$ cat config.mk
export PLATFORM = sky130hd
export DESIGN_NAME = led_arbiter_flat
export DESIGN_NICKNAME = d
export VERILOG_FILES = /design/src/rtl/led_arb_pkg.sv /design/src/rtl/led_arbiter_if.sv /design/src/rtl/rr_picker.sv /design/src/rtl/led_arbiter.sv /design/src/flat_wrapper.sv
export SDC_FILE = /design/constraint.sdc
export NUM_CORES = 1
export LEC_CHECK = 0
export ABC_AREA = 1
export CAP_MARGIN = 25
export CORE_UTILIZATION = 48
export DETAILED_ROUTE_END_ITERATION = 12
export PLACE_DENSITY_LB_ADDON = 0.2
export SLEW_MARGIN = 10
export SYNTH_ARGS = -nofsm -noshare
export SYNTH_HDL_FRONTEND = slang
export SYNTH_SLANG_ARGS = --single-unit
$ cat constraint.sdc
create_clock -name clk -period 3.9 [get_ports clk]
set_input_delay 0.78 -clock clk [delete_from_list [all_inputs] [get_ports clk]]
set_output_delay 0.78 -clock clk [all_outputs]
set_load 0.005 [all_outputs]
$ cat src/rtl/led_arb_pkg.sv
// rtl/led_arb_pkg.sv - shared state encoding and LED width for the LED bank arbiter
package led_arb_pkg;

   localparam int LED_W = 8;

   typedef enum logic {
      IDLE = 1'b0,
      OWN  = 1'b1
   } state_e;

endpackage

$ cat src/rtl/led_arbiter_if.sv
// rtl/led_arbiter_if.sv - request/pattern/grant bundle between requesters and the LED arbiter
interface led_arbiter_if #(
   parameter int NUM_REQ = 4
);
   import led_arb_pkg::*;

   logic [NUM_REQ-1:0]       req;
   logic [LED_W*NUM_REQ-1:0] data;
   logic [NUM_REQ-1:0]       grant;
   logic [LED_W-1:0]         led;
   logic                     busy;

   modport master (
      output req,
      output data,
      input  grant,
      input  led,
      input  busy
   );

   modport slave (
      input  req,
      input  data,
      output grant,
      output led,
      output busy
   );

endinterface

$ cat src/rtl/rr_picker.sv
// rtl/rr_picker.sv - combinational round-robin pick starting just after the last owner
module rr_picker #(
   parameter int NUM_REQ = 4
) (
   input  logic [NUM_REQ-1:0]         req_i,
   input  logic [$clog2(NUM_REQ)-1:0] last_i,
   output logic [NUM_REQ-1:0]         winner_o,
   output logic                       valid_o
);

   localparam int IDX_W = $clog2(NUM_REQ);

   // The last owner is visited last, so it only wins when nobody else asks.
   always_comb begin
      int idx;
      winner_o = '0;
      valid_o  = 1'b0;
      idx      = 0;
      for (int off = 1; off <= NUM_REQ; off++) begin
         idx = int'(last_i) + off;
         if (idx >= NUM_REQ) begin
            idx = idx - NUM_REQ;
         end
         if (!valid_o && req_i[idx[IDX_W-1:0]]) begin
            winner_o[idx[IDX_W-1:0]] = 1'b1;
            valid_o                  = 1'b1;
         end
      end
   end

endmodule

$ cat src/rtl/led_arbiter.sv
// rtl/led_arbiter.sv - round-robin owner of the LED bank; LED_ARB_PREEMPT_EN adds time-slice preemption
module led_arbiter
   import led_arb_pkg::*;
#(
   parameter int NUM_REQ     = 4,
   parameter int HOLD_CYCLES = 50000000
) (
   input  logic          clk,
   input  logic          rst_n,
   led_arbiter_if.slave  bus
);

   localparam int             IDX_W    = $clog2(NUM_REQ);
   localparam int             CNT_W    = $clog2(HOLD_CYCLES + 1);
   localparam logic [CNT_W-1:0] HOLD_MAX = CNT_W'(HOLD_CYCLES - 1);
   localparam logic [IDX_W-1:0] LAST_RST = IDX_W'(NUM_REQ - 1);

   state_e             state_q, state_d;
   logic [IDX_W-1:0]   last_q, last_d;
   logic [NUM_REQ-1:0] grant_q, grant_d;
   logic [LED_W-1:0]   led_q, led_d;
   logic               busy_q, busy_d;
   logic [CNT_W-1:0]   cnt_q, cnt_d;

   logic [NUM_REQ-1:0] win_oh;
   logic               win_vld;
   logic [IDX_W-1:0]   win_idx;
   logic [LED_W-1:0]   slice [NUM_REQ];

   for (genvar g = 0; g < NUM_REQ; g++) begin : g_slice
      assign slice[g] = bus.data[g*LED_W +: LED_W];
   end

   rr_picker #(
      .NUM_REQ (NUM_REQ)
   ) u_rr_picker (
      .req_i    (bus.req),
      .last_i   (last_q),
      .winner_o (win_oh),
      .valid_o  (win_vld)
   );

   always_comb begin
      win_idx = '0;
      for (int i = 0; i < NUM_REQ; i++) begin
         if (win_oh[i]) begin
            win_idx = IDX_W'(i);
         end
      end
   end

   // While owning, last_q doubles as the owner index.
   always_comb begin
      state_d = state_q;
      last_d  = last_q;
      grant_d = grant_q;
      led_d   = led_q;
      cnt_d   = cnt_q;
      unique case (state_q)
         IDLE: begin
            grant_d = '0;
            led_d   = '0;
            cnt_d   = '0;
            if (win_vld) begin
               state_d = OWN;
               grant_d = win_oh;
               last_d  = win_idx;
               led_d   = slice[win_idx];
            end
         end
         OWN: begin
            if (!bus.req[last_q]) begin
               state_d = IDLE;
               grant_d = '0;
               led_d   = '0;
               cnt_d   = '0;
            end
`ifdef LED_ARB_PREEMPT_EN
            else if ((cnt_q == HOLD_MAX) && |(bus.req & ~grant_q)) begin
               grant_d = win_oh;
               last_d  = win_idx;
               led_d   = slice[win_idx];
               cnt_d   = '0;
            end
`endif
            else begin
               led_d = slice[last_q];
               if (cnt_q != HOLD_MAX) begin
                  cnt_d = cnt_q + 1'b1;
               end
            end
         end
      endcase
      busy_d = |grant_d;
   end

   always_ff @(posedge clk) begin
      if (!rst_n) begin
         state_q <= IDLE;
         last_q  <= LAST_RST;
         grant_q <= '0;
         led_q   <= '0;
         busy_q  <= 1'b0;
         cnt_q   <= '0;
      end else begin
         state_q <= state_d;
         last_q  <= last_d;
         grant_q <= grant_d;
         led_q   <= led_d;
         busy_q  <= busy_d;
         cnt_q   <= cnt_d;
      end
   end

   assign bus.grant = grant_q;
   assign bus.led   = led_q;
   assign bus.busy  = busy_q;

   a_grant_onehot : assert property (@(posedge clk) $onehot0(grant_q));
   a_busy_matches : assert property (@(posedge clk) busy_q == (|grant_q));

endmodule

$ cat src/flat_wrapper.sv
// flat-port wrapper written by rule: the top's interface ports become plain ports
module led_arbiter_flat import led_arb_pkg::*;
#(
   parameter int NUM_REQ     = 4,
   parameter int HOLD_CYCLES = 50000000
)
  (clk, rst_n, bus_req, bus_data, bus_grant, bus_led, bus_busy);
  led_arbiter_if #(.NUM_REQ(NUM_REQ)) bus_i ();
  input  logic clk;
  input  logic rst_n;
  input wire logic [$bits(bus_i.req)-1:0] bus_req;
  input wire logic [$bits(bus_i.data)-1:0] bus_data;
  output wire logic [$bits(bus_i.grant)-1:0] bus_grant;
  output wire logic [$bits(bus_i.led)-1:0] bus_led;
  output wire logic [$bits(bus_i.busy)-1:0] bus_busy;
  assign bus_i.req = bus_req;
  assign bus_i.data = bus_data;
  assign bus_grant = bus_i.grant;
  assign bus_led = bus_i.led;
  assign bus_busy = bus_i.busy;
  led_arbiter #(.NUM_REQ(NUM_REQ), .HOLD_CYCLES(HOLD_CYCLES)) u_core (.clk(clk), .rst_n(rst_n), .bus(bus_i));
endmodule
==> results of run 1 <==
cell usage in the layout, fill, tap and decap left out:
| master | instances |
|---|---|
| o21ai_0 | 18 |
| nor2_1 | 35 |
| inv_2 | 1 |
| a21oi_2 | 8 |
| nand3_4 | 1 |
| clkbuf_4 | 3 |
| dfxtp_1 | 16 |
| nand2_1 | 86 |
| inv_1 | 29 |
| clkbuf_8 | 1 |
| a21oi_1 | 28 |
| buf_4 | 4 |
| o2111ai_1 | 1 |
| nand2_4 | 5 |
| ha_1 | 8 |
| nor2_4 | 3 |
| nor2_2 | 1 |
| a22oi_1 | 2 |
| nand2_2 | 8 |
| nand4_1 | 1 |
| clkdlybuf4s50_1 | 50 |
| nand3_2 | 2 |
| inv_8 | 1 |
| nand3_1 | 28 |
cell type report:
cell class	instances	area [µm²]	share of cell area
clock buffers	4	36.3	0.0159
inverters	31	124	0.0544
well taps	46	57.6	0.0253
flip-flops and latches	16	320	0.141
multi-input cells	235	1210	0.531
repair buffers	54	531	0.233
worst reg2reg max path, delay by kind of cell (launching register included):
family,cells,cell delay [ps]
and+or+nand+nor,12,1390
DFF,1,780
adders and majority gates,1,390
buffers and inverters,2,290
AOI/OAI and AO/OA,1,80
registers in the layout (all words and copies together), names as in the netlist:
signal,count
u_core.bus.busy,1
u_core.bus.grant,4
u_core.bus.led,8
u_core.last_q,2
u_core.state_q,1
power breakdown:
| part | internal (mW) | total, mW | switching (mW) |
|---|---|---|---|
| Clock | 0.0569 | 0.116 | 0.0588 |
| Combinational | 0.604 | 1.67 | 1.06 |
| Sequential | 0.228 | 0.288 | 0.0602 |
metal layers:
layer	track usage	vias to the layer above
met5	0	-
met4	0.0762	0
met3	0.0462	15
met2	0.498	105
met1	0.384	894
li1	-	1032
worst max-delay path by stage:
stage / to / slack [ps] / depth (start not counted)
after floorplan: u_core.bus.led[0]$_SDFF_PN0_ / 1210 / 18
after global placement: u_core.bus.led[6]$_SDFF_PN0_ / 960 / 15
after detailed placement: u_core.bus.led[6]$_SDFF_PN0_ / 910 / 16
after CTS: u_core.bus.led[6]$_SDFF_PN0_ / 870 / 16
after global routing: u_core.bus.led[7]$_SDFF_PN0_ / 580 / 16
final: u_core.bus.led[6]$_SDFF_PN0_ / 820 / 16
kinds of logic (layout without fill, tap and decap cells):
group	after synthesis	in the layout
AO/OA/AOI/OAI	57	57
adder cells (fa/ha/maj)	8	8
buffers and inverters	40	89
flip-flops	16	16
AND/OR/NAND/NOR	170	170
synth_stat cells, types with 3 or more instances:
cell type	instances
nor2_1	35
dfxtp_1	16
nand2_1	86
ha_1	8
a21oi_2	8
nand2_4	5
nand3_1	28
a21oi_1	28
nand2_2	8
nor2_4	3
o21ai_0	18
inv_1	29
clkbuf_1	5
metrics by stage:
stage | power (mW) | area, µm²
final | 2.07 | 2280
after global routing | 2.29 | 2280
after CTS | 2.05 | 2280
after detailed placement | 1.93 | 2240
after global placement | 1.90 | 2240
after floorplan | 1.51 | 1700
==> metrics.md, run 1 <==
| Metric | Value |
|---|---|
| Crit path top cell by count | nand2_1 |
| Synth Area in Compound Gates | 0.190 |
| Buf/Inv on CP | 2 |
| Hold path cells | 2 |
| GRT Residual Overflow | 0 |
| Cells after synthesis | 291 |
| Slew Limit Fails | 0 |
| Seq/Total Area, Yosys | 0.188 |
| Critical Path Max Stage Delay | between 700 and 800 ps |
| CTS-repair resized insts | 0 |
| Required @ worst endpoint | approximately 4000 ps |
| ANT nets after route | 0 |
| Ys Warns | 0 |
| Final std cells w/o fill | 386 |
| Met2 wire len | ~2.4 mm |
| Slew Limit Headroom | 0.536 |
| Largest net degree at the start of global routing | 27 |
| Initial antenna violation count | 0 |
| Routability cong. | about 0.9 |
| Starting DRT DRC Count | roughly 160 |
| Critical-path top delay cell | dfxtp_1 |
| Leakage | ~1.1 nW |
| Fraction of layout cells with a size suffix above 1 | 0.112 |
| Final HPWL DP | about 3.7 mm |
| FF-to-FF setup slack | between 800 and 900 ps |
| Width of the die | approximately 62 µm |
| Gr usage total | 0.293 |
| Count of max-cap constraint violations | 0 |
| Num ports | 51 |
| PortBufs | 50 |
| Peak Freq | between 300 and 400 MHz |
| Core area | roughly 0.0034 mm² |
| Clock Tree Root | clkbuf_4 |
| Top cells by area, synth | nand2_1 (19%), dfxtp_1 (19%), a21oi_1 (8.2%), nand3_1 (8.2%), nor2_1 (7.7%) |
| Post-route setup slack | between 800 and 900 ps |
| Tmin final | slightly above 3000 ps |
| Syn-to-layout area delta | 33.6% |
| Synth Cell Area | approximately 0.0017 mm² |
| Main synth FF type | dfxtp_1 |
| # nets final | slightly below 400 |
| Metal3 WL | around 390 µm |
| Status | completed |
| Setup Crit Path Kind | register to register |
| Number of library cell types mapped by synthesis | 23 |
| Layout fillers | 344 |
| Starting Density | 0.507 |
| Syn Nets | about 340 |
| Final hold viol count | 0 |
| Vias | around 2,000 |
| Worst slew pin tran | slightly below 700 ps |
| Post-synth EDFFs | 0 |
| Drt first pass iters | 4 |
| WHS Endpoint | u_core.bus.grant[2]$_SDFF_PN0_ |
| Top delay family on crit path | simple AND/OR/NAND/NOR gates |
| Synth Register Bits | 16 |
| Max Root-Sink Buffers | 2 |
| Utilization after layout | 0.677 |
| RSZ-0062 raised after global routing | no |
| Type of origin of the critical path | register |
| Share of the synthesized area in the top cell type | 0.189 |
| Worst IR Drop VDD | around 0.42 mV |
| Place WS | about 910 ps |
| FF-to-FF path depth | 16 |
| Global-route wire length before repair | 8.14 mm |
| Proportion of synthesized area in mux cells | 0 |
| Post-CTS setup buffer count | 0 |
| Crit path max fanout | 16 |
| Wire length per cell | ~13 µm |
| Via-to-Cell Ratio | about 5.3 |
| Power per cell area | 910 mW/mm² |
| Min-delay worst type | register to register |
| Final Skew | between 6 and 7 ps |
| Worst setup EP type | register |
| FP Rows | 21 |
| CTS Buf Count | 3 |
| DRC | 0 |
| R2r startpoint | u_core.last_q[1]$_SDFFE_PN1P_ |
| R2r endpoint | u_core.bus.led[6]$_SDFF_PN0_ |
| CTS sink cnt | 16 |
| WL met1 | approximately 2.2 mm |
| Min Hold Slack | 501 ps |
| Fin Setup TNS | 0 ps |
| Post-synthesis simple-gate area fraction | 0.460 |
| CTS tree | built |
| Clock latency on the worst-skew pair | 300 ps |
| Syn_area_per_cell | around 5.9 µm² |
| Die area | 0.00379 mm² |
| Setup violators final | 0 |
| Clk slew on worst S/H paths | 100 ps |
| CP Cell Sequence | inv_1 -> ha_1 -> inv_1 -> nand3_2 -> nand2_4 -> nand2_2 -> nor2_4 -> nand3_1 -> nand2_2 -> nand2_4 -> nand2_4 -> nand2_1 -> nand2_1 -> nand2_1 -> nand2_1 -> a21oi_1 |
| Vias in the first global route | between 1,500 and 2,000 |
| Die H | a little over 60 µm |
| Top layer in use | met4 |
| Post-Synth Adder-Cell Area | 0.0587 |
| Share of synthesized registers carrying an async set or reset | 0 |
| XOR/XNOR share of the synthesized area | 0 |
| Crit. Startpoint | u_core.last_q[1]$_SDFFE_PN1P_ |
| CTS H-tree depth | 1 |
| Placed Instances | 382 |
| Final Cycle Share | 0.791 |
| Routed wire length | roughly 5 mm |
| N_diodes | 0 |
| Post-synth top area cell | nand2_1 |
| Arr. time, crit path | ~3200 ps |
| HP Start | u_core.bus.grant[2]$_SDFF_PN0_ |
| Hold buffer count at cts | 0 |
| Largest family of logic cells by synthesized area | simple AND/OR/NAND/NOR gates |
(Power assumes the default switching activity.)
==> run 2: changes to the inputs <==
Settings changed: CORE_UTILIZATION 48 to 43.
Clock period 3.9 ns to 2.8 ns, I/O delays scaled along.
==> metrics.md, run 2 (synthesis gave the netlist of run 1 again) <==
| Metric | Value |
|---|---|
| Status | completed |
| Commonest non-fill, non-tap cells in the layout | nand2_1 (86), clkdlybuf4s50_1 (50), nor2_1 (35) |
| PortBufs | 50 |
| Global-route wire length before repair | between 7 and 8 mm |
| RSZ-0062 raised after global routing | no |
| Leakage | 1.12 nW |
| Starting Density | 0.455 |
| Required @ worst endpoint | a little under 3000 ps |
| Worst IR Drop VDD | about 0.51 mV |
| Starting DRT DRC Count | between 100 and 150 |
| Slew Limit Fails | 0 |
| Largest net degree at the start of global routing | 27 |
| Vias in the first global route | ~1,700 |
| Worst setup EP type | register |
| Setup Crit Path Kind | input port to register |
| Proportion of power drawn by combinational gates | 0.807 |
| Width of the die | about 65 µm |
| Final hold viol count | 0 |
| Vias | around 2,000 |
| Post-route setup slack | between 300 and 400 ps |
| Final Skew | ~2.6 ps |
| Setup violators final | 0 |
| Wire length per cell | between 10 and 15 µm |
| CP Cell Sequence | clkdlybuf4s50_1 -> nand2_1 -> nand3_4 -> nand2_4 -> nand2_2 -> nor2_1 -> nand2_1 -> nand2_1 -> nor2_2 -> nand2_4 -> nand2_4 -> nand2_1 -> nand2_1 -> nand2_1 -> nand2_1 -> a21oi_1 |
| Gr usage total | 0.244 |
| Clock latency on the worst-skew pair | ~250 ps |
| DRC | 0 |
| Buf/Inv on CP | 1 |
| Fin Setup TNS | 0 ps |
| Peak Freq | roughly 410 MHz |
| Hold path cells | 2 |
| Power per cell area | around 1300 mW/mm² |
| HP Start | u_core.bus.grant[3]$_SDFF_PN0_ |
| Min-delay worst type | register to register |
| Max Root-Sink Buffers | 2 |
| Crit path top cell by count | nand2_1 |
| R2r endpoint | u_core.bus.led[6]$_SDFF_PN0_ |
| Max reg flops | 8 |
| Clk slew on worst S/H paths | 70 ps |
| N_diodes | 0 |
| Worst slew pin tran | just over 600 ps |
| Die area | 0.00422 mm² |
| Final Cycle Share | 0.869 |
| Commonest non-fill, non-tap cell in the layout | nand2_1 |
| Arr. time, crit path | ~2600 ps |
| ANT nets after route | 0 |
| Slew Limit Headroom | 0.595 |
| Critical-path top delay cell | clkdlybuf4s50_1 |
| FF-to-FF path depth | 17 |
| FP Rows | 22 |
| Tmin final | 2430 ps |
| Post-CTS setup buffer count | 0 |
| CTS-repair resized insts | 0 |
| Clock Tree Root | clkbuf_8 |
| Die H | 65.0 µm |
| Crit path max fanout | 9 |
| FF-to-FF setup slack | around 480 ps |
| # nets final | ~390 |
| Place WS | roughly 130 ps |
| Net Sw Frac | 0.549 |
| Power share of the clock group | 0.073 |
| Initial antenna violation count | 0 |
| Routability cong. | 0.858 |
| CTS sink cnt | 16 |
| CTS Buf Count | 3 |
| Critical Path Max Stage Delay | ~510 ps |
| Count of max-cap constraint violations | 0 |
| Hold buffer count at cts | 0 |
| Num ports | between 50 and 60 |
| CTS tree | built |
| Routed wire length | around 4.8 mm |
| Final HPWL DP | roughly 3.5 mm |
| Top delay family on crit path | simple AND/OR/NAND/NOR gates |
| Type of origin of the critical path | input port |
| Core area | 0.00374 mm² |
| WHS Endpoint | u_core.bus.grant[3]$_SDFF_PN0_ |
| P_sw | ~1.6 mW |
| Via-to-Cell Ratio | ~5.1 |
| Layout fillers | between 300 and 400 |
| Drt first pass iters | 4 |
| Syn-to-layout area delta | 36.6% |
| CTS H-tree depth | 1 |
| Flop pwr share | 0.119 |
| GRT Residual Overflow | 0 |
| Fraction of layout cells with a size suffix above 1 | 0.122 |
| Internal Power | approximately 1.3 mW |
| R2r startpoint | u_core.last_q[1]$_SDFFE_PN1P_ |
## run 2: cell count changes in the layout (fill, tap and decap cells not counted), sizes merged
cell | before | now
buf | 4 | 8
## run 2: final cells by class
cell class / instances / area, µm² / share of cell area
Sequential cell: 16 / 320 / 0.138
Inverter: 31 / 124 / 0.0532
Timing Repair Buffer: 58 / 561 / 0.241
Tap cell: 48 / 60.1 / 0.0258
Clock buffer: 4 / 55.1 / 0.0236
Multi-Input combinational cell: 235 / 1210 / 0.519
## run 2: worst max path at each step
stage,to,startpoint,slack (ps),depth (start not counted)
after floorplan,u_core.bus.led[0]$_SDFF_PN0_,u_core.last_q[0]$_SDFFE_PN1P_,110,18
after global placement,u_core.bus.led[6]$_SDFF_PN0_,bus_req[2],210,16
after detailed placement,u_core.bus.led[1]$_SDFF_PN0_,bus_req[2],130,16
after CTS,u_core.bus.led[1]$_SDFF_PN0_,bus_req[2],380,16
after global routing,u_core.bus.led[0]$_SDFF_PN0_,bus_req[2],150,16
final,u_core.bus.led[6]$_SDFF_PN0_,bus_req[2],370,16
## run 2: power by group through the flow
stage	clock network, mW	logic, mW	registers, mW
3_3_place_gp	0	2.33	0.354
2_1_floorplan	0	1.73	0.376
6_report	0.216	2.37	0.350
4_1_cts	0.217	2.37	0.351
3_5_place_dp	0	2.36	0.355
5_1_grt	0.225	2.68	0.356
## run 2: worst register-to-register path: stages, from the launching register on
cell and delay [ps]:
dfxtp_1 340, inv_1 60, ha_1 360, inv_1 100, nand3_2 140, nand2_4 90
nand2_2 100, nor2_1 60, nand2_1 80, nand2_1 70, nor2_2 200, nand2_4 140
nand2_4 150, nand2_1 70, nand2_1 60, nand2_1 50, nand2_1 50, a21oi_1 60
## run 2: through the flow
step / util / total power, mW / cell area, µm² / hold WS, ps / std cells
after floorplan: - / 2.11 / 1700 / 478 / 291
after global placement: 0.607 / 2.68 / 2270 / 475 / 388
after detailed placement: 0.607 / 2.71 / 2270 / 483 / 388
after CTS: 0.622 / 2.94 / 2330 / 494 / 392
after global routing: 0.622 / 3.26 / 2330 / 532 / 392
final: 0.622 / 2.94 / 2330 / 494 / 392
## run 2: metal layers
layer  global-route usage  routed length [µm]  up-vias  part of all wire
li1                     -                   -     1037                 -
met1                0.334                2180      884              0.46
met2                0.402                2210       78              0.46
met3               0.0352                 349        2             0.073
met4               0.0444                  27        0            0.0057
met5                    0                   0        -                 0
